$ cat src/rtl/sha3_block_padder.sv
`default_nettype none
// ============================================================================
// Module   : sha3_block_padder
// Purpose  : Packs 64-bit message words into 576-bit Keccak-512 rate blocks
//            and applies multi-rate padding (0x01 ... 0x80) to the final
//            block. Each completed block is presented to the permutation
//            engine and held until it is acknowledged.
// Ports    : clk         - clock
//            reset_n     - asynchronous active-low reset
//            in          - message word, first byte in in[63:56]
//            in_ready    - in is valid this cycle
//            is_last     - in is the final word of the message
//            byte_num    - valid bytes in the final word (0..7)
//            buffer_full - padder cannot accept a word this cycle
//            out         - rate block, word 0 in out[575:512]
//            out_ready   - out holds a complete block
//            out_last    - out is the final, padded block
//            f_ack       - permutation engine consumed out
// Revision : 1.0 - initial release
// ============================================================================
module sha3_block_padder #(
    parameter int WORDS = 9
) (
    input  logic                  clk,
    input  logic                  reset_n,
    input  logic [63:0]           in,
    input  logic                  in_ready,
    input  logic                  is_last,
    input  logic [2:0]            byte_num,
    output logic                  buffer_full,
    output logic [64*WORDS-1:0]   out,
    output logic                  out_ready,
    output logic                  out_last,
    input  logic                  f_ack
);

    localparam logic [1:0] c_ST_ACCEPT = 2'd0;
    localparam logic [1:0] c_ST_PAD    = 2'd1;
    localparam logic [1:0] c_ST_FULL   = 2'd2;

    localparam logic [3:0]  c_LAST_SLOT  = 4'(WORDS - 1);
    localparam logic [63:0] c_ALL_ONES   = 64'hFFFF_FFFF_FFFF_FFFF;
    localparam logic [63:0] c_PAD_FIRST  = 64'h0100_0000_0000_0000;
    localparam logic [63:0] c_PAD_FINAL  = 64'h0000_0000_0000_0080;

    logic [1:0]            r_state;
    logic [1:0]            w_state_nxt;
    logic [3:0]            r_cnt;
    logic [64*WORDS-1:0]   r_out;
    logic                  r_out_last;

    logic                  w_slot_is_final;
    logic                  w_slot_we;
    logic [63:0]           w_slot_data;
    logic [63:0]           w_keep_mask;
    logic [63:0]           w_last_word;

    assign w_slot_is_final = (r_cnt == c_LAST_SLOT);

    // Final word: keep the leading byte_num bytes, place the 0x01 pad byte
    // right after them, and if this is also the last slot of the block fold
    // in the closing 0x80 (giving 0x81 when byte_num is 7).
    assign w_keep_mask = ~(c_ALL_ONES >> {byte_num, 3'b000});
    assign w_last_word = (in & w_keep_mask)
                       | (c_PAD_FIRST >> {byte_num, 3'b000})
                       | (w_slot_is_final ? c_PAD_FINAL : 64'd0);

    // Slot write source: accepted words in ACCEPT, zero fill in PAD with the
    // closing 0x80 landing in the last slot.
    always_comb begin
        w_slot_we   = 1'b0;
        w_slot_data = 64'd0;
        case (r_state)
            c_ST_ACCEPT: begin
                w_slot_we   = in_ready;
                w_slot_data = is_last ? w_last_word : in;
            end
            c_ST_PAD: begin
                w_slot_we   = 1'b1;
                w_slot_data = w_slot_is_final ? c_PAD_FINAL : 64'd0;
            end
            default: begin
                w_slot_we   = 1'b0;
                w_slot_data = 64'd0;
            end
        endcase
    end

    always_comb begin
        w_state_nxt = r_state;
        case (r_state)
            c_ST_ACCEPT: begin
                if (in_ready) begin
                    if (w_slot_is_final) begin
                        w_state_nxt = c_ST_FULL;
                    end else if (is_last) begin
                        w_state_nxt = c_ST_PAD;
                    end
                end
            end
            c_ST_PAD: begin
                if (w_slot_is_final) begin
                    w_state_nxt = c_ST_FULL;
                end
            end
            c_ST_FULL: begin
                if (f_ack) begin
                    w_state_nxt = c_ST_ACCEPT;
                end
            end
            default: w_state_nxt = c_ST_ACCEPT;
        endcase
    end

    always_ff @(posedge clk or negedge reset_n) begin
        if (!reset_n) begin
            r_state <= c_ST_ACCEPT;
        end else begin
            r_state <= w_state_nxt;
        end
    end

    always_ff @(posedge clk or negedge reset_n) begin
        if (!reset_n) begin
            r_cnt      <= 4'd0;
            r_out      <= '0;
            r_out_last <= 1'b0;
        end else begin
            if (w_slot_we) begin
                for (int i = 0; i < WORDS; i++) begin
                    if (r_cnt == 4'(i)) begin
                        r_out[(WORDS-1-i)*64 +: 64] <= w_slot_data;
                    end
                end
                r_cnt <= r_cnt + 4'd1;
                // The block becomes the message's final block when its last
                // slot is filled by padding or by the is_last word itself.
                if (w_slot_is_final && ((r_state == c_ST_PAD) || is_last)) begin
                    r_out_last <= 1'b1;
                end
            end else if ((r_state == c_ST_FULL) && f_ack) begin
                r_cnt      <= 4'd0;
                r_out_last <= 1'b0;
            end
        end
    end

    assign buffer_full = (r_state != c_ST_ACCEPT);
    assign out_ready   = (r_state == c_ST_FULL);
    assign out         = r_out;
    assign out_last    = r_out_last;

endmodule
`default_nettype wire

$ cat config.mk
export PLATFORM = sky130hd
export DESIGN_NAME = sha3_block_padder
export DESIGN_NICKNAME = d
export VERILOG_FILES = /design/src/rtl/sha3_block_padder.sv
export SDC_FILE = /design/constraint.sdc
export NUM_CORES = 1
export LEC_CHECK = 0
export CORE_MARGIN = 3
export CORE_UTILIZATION = 25
export CTS_BUF_LIST = sky130_fd_sc_hd__clkbuf_4 sky130_fd_sc_hd__clkbuf_8
export CTS_CLUSTER_SIZE = 16
export DETAILED_ROUTE_END_ITERATION = 8
export PLACE_DENSITY = 0.5
export SYNTH_ARGS = -nofsm -noshare
export SYNTH_HDL_FRONTEND = slang
export SYNTH_SLANG_ARGS = --single-unit
$ cat constraint.sdc
create_clock -name clk -period 2.35 [get_ports clk]
set_input_delay 0.47 -clock clk [delete_from_list [all_inputs] [get_ports clk]]
set_output_delay 0.47 -clock clk [all_outputs]
set_load 0.005 [all_outputs]
* Yosys cells after proc, flatten, opt, wreduce, memory -nomap -nowiden
Cells that the tools add are included.
Word-level totals: register bits after elaboration 583, input port bits 72, output and inout bits 579, word-level logic and storage cells 67
Operators by class: $add $sub $neg 1, equality and inequality tests 15, shifts and indexed selects 2, multiplexer cells 15, bitwise gates (word level) 4, reductions and logical operators 18
Operators by type and width (number):
- 64-bit OR | 2
- 64-bit one-hot mux with 2 select lines | 1
- 64-bit AND | 1
- 64-bit two-way mux | 1
- 64-bit inverter | 1
- 57-bit by 6-bit right shift with 64-bit output, first input constant | 1
- 64-bit by 6-bit right shift with 64-bit output, first input constant | 1
- 2-bit AND reduction | 10
- 4-bit by 3-bit equality test with 1-bit output, second input constant | 4
- 2-bit two-way mux | 5
- 4-bit by 2-bit equality test with 1-bit output, second input constant | 2
- 4-bit two-way mux | 2
- 8-bit two-way mux | 1
- 2-bit one-hot mux with 3 select lines | 1
- 4-bit by 1-bit adder with 4-bit output, second input constant | 1
- 4-bit by 1-bit equality test with 1-bit output, second input constant | 1
- 4-bit equality test, second input constant | 1
- 4-bit zero test | 1
- 2-bit by 1-bit inequality test with 1-bit output, second input constant | 2
- 2-bit inequality test, second input constant | 2
- 4-bit AND reduction | 1
- 2-bit nonzero test | 2
- 1-bit two-way mux | 3
- 3-bit inequality test, second input constant | 1
- 6 further kinds | 7

* Depth between registers and ports, before layout
Gate-level depths: netlist of the first run.
depth after elaboration 7, gate-level depth with buffers 7, depth with buffers taken out 5

* Worst setup path after synthesis of the first run
No wires, ideal clock.
path kind reg2reg, start register r_cnt[0], end register r_out[440], in the netlist out[440], setup time 0.128 ns, arrival time 1.882 ns, data required time 2.222 ns, path slack 0.340 ns, cell stages (with the launch flop) 8, buffers on the path 2, cells stage by stage dfrtp_1 -> inv_1 -> ha_1 -> or3b_1 -> or2_1 -> buf_4 -> buf_2 -> mux2_1
On the way: longest elaborated chain between the ends 2
RTL lines:
- from (decl) | line 48 | logic [3:0] r_cnt;
- from (signal assigned) | line 135 | r_cnt <= r_cnt + 4'd1;
- 4-bit by 2-bit equality test with 1-bit output | line 131 | if (r_cnt == 4'(i)) begin
- 2-bit AND reduction (no line)
- to (signal, indexed assignment) | line 132 | r_out[(WORDS-1-i)*64 +: 64] <= w_slot_data;
- to (decl) | line 49 | logic [64*WORDS-1:0] r_out;
No other way between the ends. A chain may end at the register's enable or synchronous reset.

* Worst setup path after layout of the first run
start register r_out[288], in the netlist out[288], end output port out[288]
RTL lines:
- to (decl) | line 31 | output logic [64*WORDS-1:0] out,
No word-level cell between the ends.

==> results.sh, run 1 <==
export IMPL_leakage_nw=16.00
export IMPL_use_met1_pct=21.86
export IMPL_cts_tree="yes"
export IMPL_synth_common_cells="dfrtp_1, mux2_2, mux2_1"
export IMPL_synth_top_cell_by_area="dfrtp_1"
export IMPL_rsz0062_at_grt="no"
export IMPL_die_h_um=308.6
export IMPL_first_pass_iters=5
export IMPL_timing_worst_slew_pin_value_ps=1111
export IMPL_met2_usage_pct=29.18
export IMPL_portBuffers=650
export IMPL_cp_top_family="buffers and inverters"
export IMPL_yosysSeqAreaShare_pct=63.72
export IMPL_clkPwrFrac_pct=23.1
export IMPL_maxCapViolations=0
export IMPL_reg2reg_depth=7
export IMPL_yosysTopAreaCellShare_pct=63.72
export IMPL_ys_async_sr_fraction_pct=100.0
export IMPL_cp_slowest_stage_delay_ps=590
export IMPL_rr_endpoint="out[390]$_DFFE_PN0P_"
export IMPL_synth_main_ff_cell="dfrtp_1"
export IMPL_p_seq_share_pct=36.2
export IMPL_antenna_left=0
export IMPL_yosys_cell_count_top_type="dfrtp_1"
export IMPL_critPathBufInv=1
export IMPL_synth_edf_count=0
export IMPL_r2r_start="r_cnt[0]$_DFFE_PN0P_"
export IMPL_fin_skew_ps=35.81
export IMPL_die_w_um=308.6
export IMPL_peakVddDrop_v=0.0005859
export IMPL_h_tree_depth=3
export IMPL_drive_above_1_share_pct=35.36
export IMPL_maxSlewViolCount=0
export IMPL_synthToLayoutAreaGrowth_pct=50.63
export IMPL_fin_crit_sh_pct=95.01
export IMPL_fmax_mhz=447.9
export IMPL_synth_area_leaders="dfrtp_1, mux2_2, mux2_1, o31ai_1, buf_2"
export IMPL_drc=0
export IMPL_wl_per_cell_um=24.74
export IMPL_die_area_mm2=0.09526
export IMPL_n_fill_cell=8625
export IMPL_netlist_area_mm2=0.02290
export IMPL_placed_area_mm2=0.03213
export IMPL_yosysWarnings=0
export IMPL_numCtsBuffers=105
export IMPL_finish_instance_area_mm2=0.03449
export IMPL_clk_pin_slew_ps=60
export IMPL_synth_cells=1458
export IMPL_hpwl_um=64610
export IMPL_path_cells="clkdlybuf4s50_1"
export IMPL_crit_type="reg2out"
export IMPL_relSlewSlack_pct=25.65
export IMPL_wl_um=87260
export IMPL_avgSynthCellArea_um2=15.70
export IMPL_p_per_area_mw_per_mm2=1276
export IMPL_crit_path_start_kind="flip-flop"
export IMPL_period_minus_slack_ps=2233
export IMPL_vias_per_cell=4.448
export IMPL_busiest_layer="met2"
export IMPL_core_area_mm2=0.09042
export IMPL_p_sw_mw=13.69
export IMPL_yosysUniqueCellTypes=51
export IMPL_clkSinkCount=583
export IMPL_ys_ff_latch=583
export IMPL_initialDrtViolationCount=745
export IMPL_vias=15690
export IMPL_power_mw=44.00
export IMPL_worstPathArrival_ps=1760
export IMPL_hp_class="in2async"
export IMPL_nNetsFinal=2336
export IMPL_cp_required_ps=1880
export IMPL_outcome="finished clean"
export IMPL_finalSetupViolCount=0
export IMPL_clock_latency_ps=750
export IMPL_finalCoreUtilization_pct=38.14
export IMPL_cell_internal_pwr_mw=30.31
export IMPL_clock_path_buffers=3
export IMPL_p_comb_share_pct=40.7
export IMPL_r2r_slack_ps=120
export IMPL_start_util_pct=25.32
export IMPL_root_buffer="clkbuf_8"
export IMPL_p_sw_share_pct=31.11
export IMPL_routabilityCongestion=0.8043
export IMPL_end_kind="output pin"
export IMPL_hold_viol_final=0
export IMPL_grt_max_degree=82
export IMPL_rows=110
export IMPL_syn_nets=1534
export IMPL_top_level_ports=651
export IMPL_grt_overflow_total=0
export IMPL_grt_pass1_wl_um=123900
export IMPL_crit_slowest_cell="clkdlybuf4s50_1"
export IMPL_met3_usage_pct=7.209
export IMPL_cp_max_fo=2
export IMPL_antenna_found_initial=15
export IMPL_grt_util_all_layers_pct=17.94
export IMPL_grt_pass1_vias=17060
through the flow:
step	hold slack [ps]	setup TNS, ps	worst slack [ps]	std cells
final	225.3	0	117.4	3527
after global routing	176.3	0	3.143	3522
after CTS	146.9	-2.302	-2.302	3512
after detailed placement	412.2	-65840	-264.4	3324
after global placement	410.2	-64680	-285.4	3324
after floorplan	174.4	0	340.1	1458
registers in the layout, indices dropped and copies added, names as in the netlist:
register  flops
out         576
r_state       2
out_last      1
r_cnt         4
layer usage:
metal	wire length, µm	up-vias
li1	-	6825
met1	35870	8126
met2	40950	578
met3	7932	144
met4	2411	14
met5	103	-
cell usage in the layout, fill, tap and decap left out, types with 4 or more instances in the layout:
cell and count:
clkdlybuf4s50_1 641, dfrtp_1 580, mux2_2 431, clkbuf_8 132
mux2_1 118, buf_4 110, buf_12 48, o31ai_1 39
clkbuf_4 30, inv_1 22, and3_1 21, o21ai_0 19
clkinv_2 16, diode_2 12, o211a_1 9, and2_1 7
and3_4 7, or3_1 7, nor4_2 7, nand2b_1 6
nor3_4 6, a211oi_2 5, nor2_1 5, dlygate4sd2_1 5
nand2_1 4, ha_1 4
power by group through the flow:
stage               registers, mW  clock network (mW)  logic, mW
floorplan                    16.0                   0       5.91
global placement             16.0                   0       18.0
detailed placement           16.1                   0       18.2
CTS                          16.0                10.5       18.2
global route                 16.5                11.0       19.1
finish                       15.9                10.2       17.9
cell families (layout without fill, tap and decap cells):
group,count (synthesis),after routing,synth area share (%)
buf+inv,140,1021,3.049
simple gates,90,90,2.907
mux,549,549,27.00
other cells,0,12,0
flops,583,583,63.72
compound gates,92,92,3.109
fa+ha+maj,4,4,0.2186
worst max-delay path by stage:
stage	from	to	slack, ps	depth (start not counted)
after detailed placement	byte_num[1]	out[434]$_DFFE_PN0P_	-260	6
after global routing	r_state[0]$_DFFE_PN0P_	out_ready	3	5
after floorplan	r_cnt[0]$_DFFE_PN0P_	out[440]$_DFFE_PN0P_	340	7
after CTS	r_state[1]$_DFFE_PN0P_	buffer_full	-2	3
after global placement	byte_num[1]	out[178]$_DFFE_PN0P_	-290	6
final	out[288]$_DFFE_PN0P_	out[288]	120	1
cell type report:
| class | instances | area (µm²) | share of cell area (%) |
|---|---|---|---|
| clock inverters | 24 | 220.2 | 0.6385 |
| inverters | 23 | 91.34 | 0.2648 |
| repair buffers | 812 | 8344 | 24.19 |
| multi-input cells | 735 | 7697 | 22.32 |
| flip-flops and latches | 583 | 14590 | 42.31 |
| well taps | 1176 | 1471 | 4.266 |
| clock buffers | 162 | 2042 | 5.921 |
| diodes | 12 | 30.03 | 0.08707 |
repair_timing:
action                                 CTS  global route
gates resized for setup                 17             4
pin swaps                                0             1
endpoints found under the hold margin   93             0
buffers inserted                         1             2
setup endpoints to repair                8            41
hold buffers                             1             0
cloned                                   0             1
worst register-to-register path, stage by stage (launching register included):
cell and delay [ps]:
dfrtp_1 430, inv_1 140, ha_1 170, or3b_1 400, or2_4 270, buf_12 150
buf_4 200, mux2_1 320
No activity file was read; power rests on OpenSTA's default activity.
==> inputs of run 2 (changes only) <==
--- a/config.mk
+++ b/config.mk
@@ -11,6 +11,7 @@
 export CTS_CLUSTER_SIZE = 16
 export DETAILED_ROUTE_END_ITERATION = 8
 export PLACE_DENSITY = 0.5
+export SLEW_MARGIN = 20
 export SYNTH_ARGS = -nofsm -noshare
 export SYNTH_HDL_FRONTEND = slang
 export SYNTH_SLANG_ARGS = --single-unit
==> results of run 2 <==
Final layout, timing and power as in run 1 (identical DEF).
==> inputs of run 3 (changes only) <==
--- a/config.mk
+++ b/config.mk
@@ -5,12 +5,11 @@
 export SDC_FILE = /design/constraint.sdc
 export NUM_CORES = 1
 export LEC_CHECK = 0
-export CORE_MARGIN = 3
+export CORE_MARGIN = 2
 export CORE_UTILIZATION = 25
 export CTS_BUF_LIST = sky130_fd_sc_hd__clkbuf_4 sky130_fd_sc_hd__clkbuf_8
 export CTS_CLUSTER_SIZE = 16
 export DETAILED_ROUTE_END_ITERATION = 8
-export PLACE_DENSITY = 0.5
 export SLEW_MARGIN = 20
 export SYNTH_ARGS = -nofsm -noshare
 export SYNTH_HDL_FRONTEND = slang
==> run 3 against run 2 <==
  * Sequential power is essentially flat
  * Routed wire length is 2.4% lower
  * Largest power group unchanged
  * Setup slack better by 8.8 ps
  * Global-route usage about the same
==> results.sh, run 3 (synthesis gave the netlist of run 1 again) <==
export IMPL_relSlewSlack_pct=21.90
export IMPL_portBuffers=650
export IMPL_timing_worst_slew_pin_value_ps=1172
export IMPL_final_cell_mix="clkdlybuf4s50_1, dfrtp_1, mux2_2"
export IMPL_rows=110
export IMPL_grt_util_all_layers_pct=17.95
export IMPL_grt_max_degree=77
export IMPL_end_kind="flip-flop"
export IMPL_h_tree_depth=3
export IMPL_fin_crit_sh_pct=94.63
export IMPL_worstPathArrival_ps=2840
export IMPL_cts_tree="yes"
export IMPL_cp_required_ps=2960
export IMPL_cp_max_fo=19
export IMPL_finalSetupViolCount=0
export IMPL_fmax_mhz=449.7
export IMPL_p_per_area_mw_per_mm2=1275
export IMPL_die_h_um=306.6
export IMPL_nNetsFinal=2322
export IMPL_grt_overflow_total=0
export IMPL_first_pass_iters=5
export IMPL_vias_per_cell=4.495
export IMPL_rsz0062_at_grt="no"
export IMPL_numCtsBuffers=101
export IMPL_initialDrtViolationCount=549
export IMPL_synthToLayoutAreaGrowth_pct=50.10
export IMPL_hp_class="in2async"
export IMPL_hpwl_um=63370
export IMPL_timing_hold_ws_ps=190.4
export IMPL_core_area_mm2=0.09042
export IMPL_clkSinkCount=583
export IMPL_crit_path_start_kind="flip-flop"
export IMPL_grt_pass1_wl_um=123800
export IMPL_drive_above_1_share_pct=34.91
export IMPL_antenna_left=0
export IMPL_fin_skew_ps=32.29
export IMPL_leakage_nw=15.91
export IMPL_clock_latency_ps=730
export IMPL_hold_viol_final=0
export IMPL_antenna_found_initial=11
export IMPL_power_mw=43.82
export IMPL_clk_pin_slew_ps=70
export IMPL_drc=0
export IMPL_largest_reg_flops=576
export IMPL_wl_um=85170
export IMPL_wl_per_cell_um=24.28
export IMPL_crit_type="reg2reg"
export IMPL_vias=15770
export IMPL_maxCapViolations=0
export IMPL_placed_area_mm2=0.03210
export IMPL_finalCoreUtilization_pct=38.01
export IMPL_peakVddDrop_v=0.0005998
export IMPL_finish_instance_area_mm2=0.03437
export IMPL_maxSlewViolCount=0
export IMPL_final_common_cell="clkdlybuf4s50_1"
export IMPL_grt_pass1_vias=17490
export IMPL_clock_path_buffers=3
export IMPL_start_util_pct=25.32
export IMPL_die_w_um=306.6
export IMPL_top_level_ports=651
export IMPL_root_buffer="clkbuf_8"
export IMPL_period_minus_slack_ps=2224
export IMPL_routabilityCongestion=0.8411
export IMPL_outcome="finished clean"
export IMPL_die_area_mm2=0.09403
[run 3: cell types whose count changed in the layout (fill, tap and decap cells not counted), moves of 2 or more]
cell / change
buf_12: +3
buf_4: -10
clkbuf_8: -6
clkdlybuf4s50_1: +3
dfrtp_1: +2
dfrtp_2: -2
diode_2: -6
dlygate4sd2_1: -2
inv_8: +2
[run 3: through the flow]
step / std cells / setup WS [ps] / TNS, ps
after floorplan: 1458 / 340.1 / 0
final: 3508 / 126.2 / 0
after global routing: 3504 / 13.12 / 0
after detailed placement: 3316 / -317.4 / -47230
after CTS: 3502 / 18.17 / 0
after global placement: 3316 / -317.4 / -45840
[run 3: final cells by class]
type,instances,area (µm²)
Clock inverter,28,271.5
Clock buffer,155,1952
Multi-Input combinational cell,735,7692
Inverter,23,91.34
Timing Repair Buffer,802,8285
Fill cell,8514,56060
Sequential cell,583,14590
Tap cell,1176,1471
Antenna cell,6,15.01
[run 3: worst paths after layout]
kind / cells after the start / end / start / slack, ps
min reg2reg: 1 / out[304]$_DFFE_PN0P_ / out[304]$_DFFE_PN0P_ / 490
max in group asynchronous: 3 / out[88]$_DFFE_PN0P_ / reset_n / 1210
min: 2 / out[444]$_DFFE_PN0P_ / reset_n / 190
min in group clk: 2 / r_state[1]$_DFFE_PN0P_ / f_ack / 450
max reg2reg: 6 / out[401]$_DFFE_PN0P_ / r_cnt[0]$_DFFE_PN0P_ / 130
max: 6 / out[401]$_DFFE_PN0P_ / r_cnt[0]$_DFFE_PN0P_ / 130
[run 3: metal layers]
layer  global-route usage [%]  vias to the layer above  routed length [µm]
li1                         -                     6791                   -
met4                    5.518                        6                2088
met2                    29.76                      594               40790
met5                        0                        -                  42
met1                    21.79                     8241               35330
met3                    6.465                      137                6922
[run 3: repair_timing]
| action | in CTS | in global routing |
|---|---|---|
| pin swaps | 1 | 0 |
| setup endpoints to repair | 4 | 1 |
| setup buffers | 2 | 0 |
| hold endpoints to repair | 248 | 0 |
| gates resized for setup | 12 | 2 |
| hold buffers | 1 | 0 |
[run 3: worst max-delay path, stage by stage (launching register included)]
cell	delay [ps]
dfrtp_1	430
inv_1	150
ha_1	190
or3b_1	400
or2_4	360
buf_12	210
mux2_1	330
[run 3: report_power, final]
group | switching, mW | internal [mW] | total, mW
registers | 2.22 | 13.8 | 16.0
logic | 7.10 | 10.7 | 17.8
clock network | 4.37 | 5.67 | 10.0
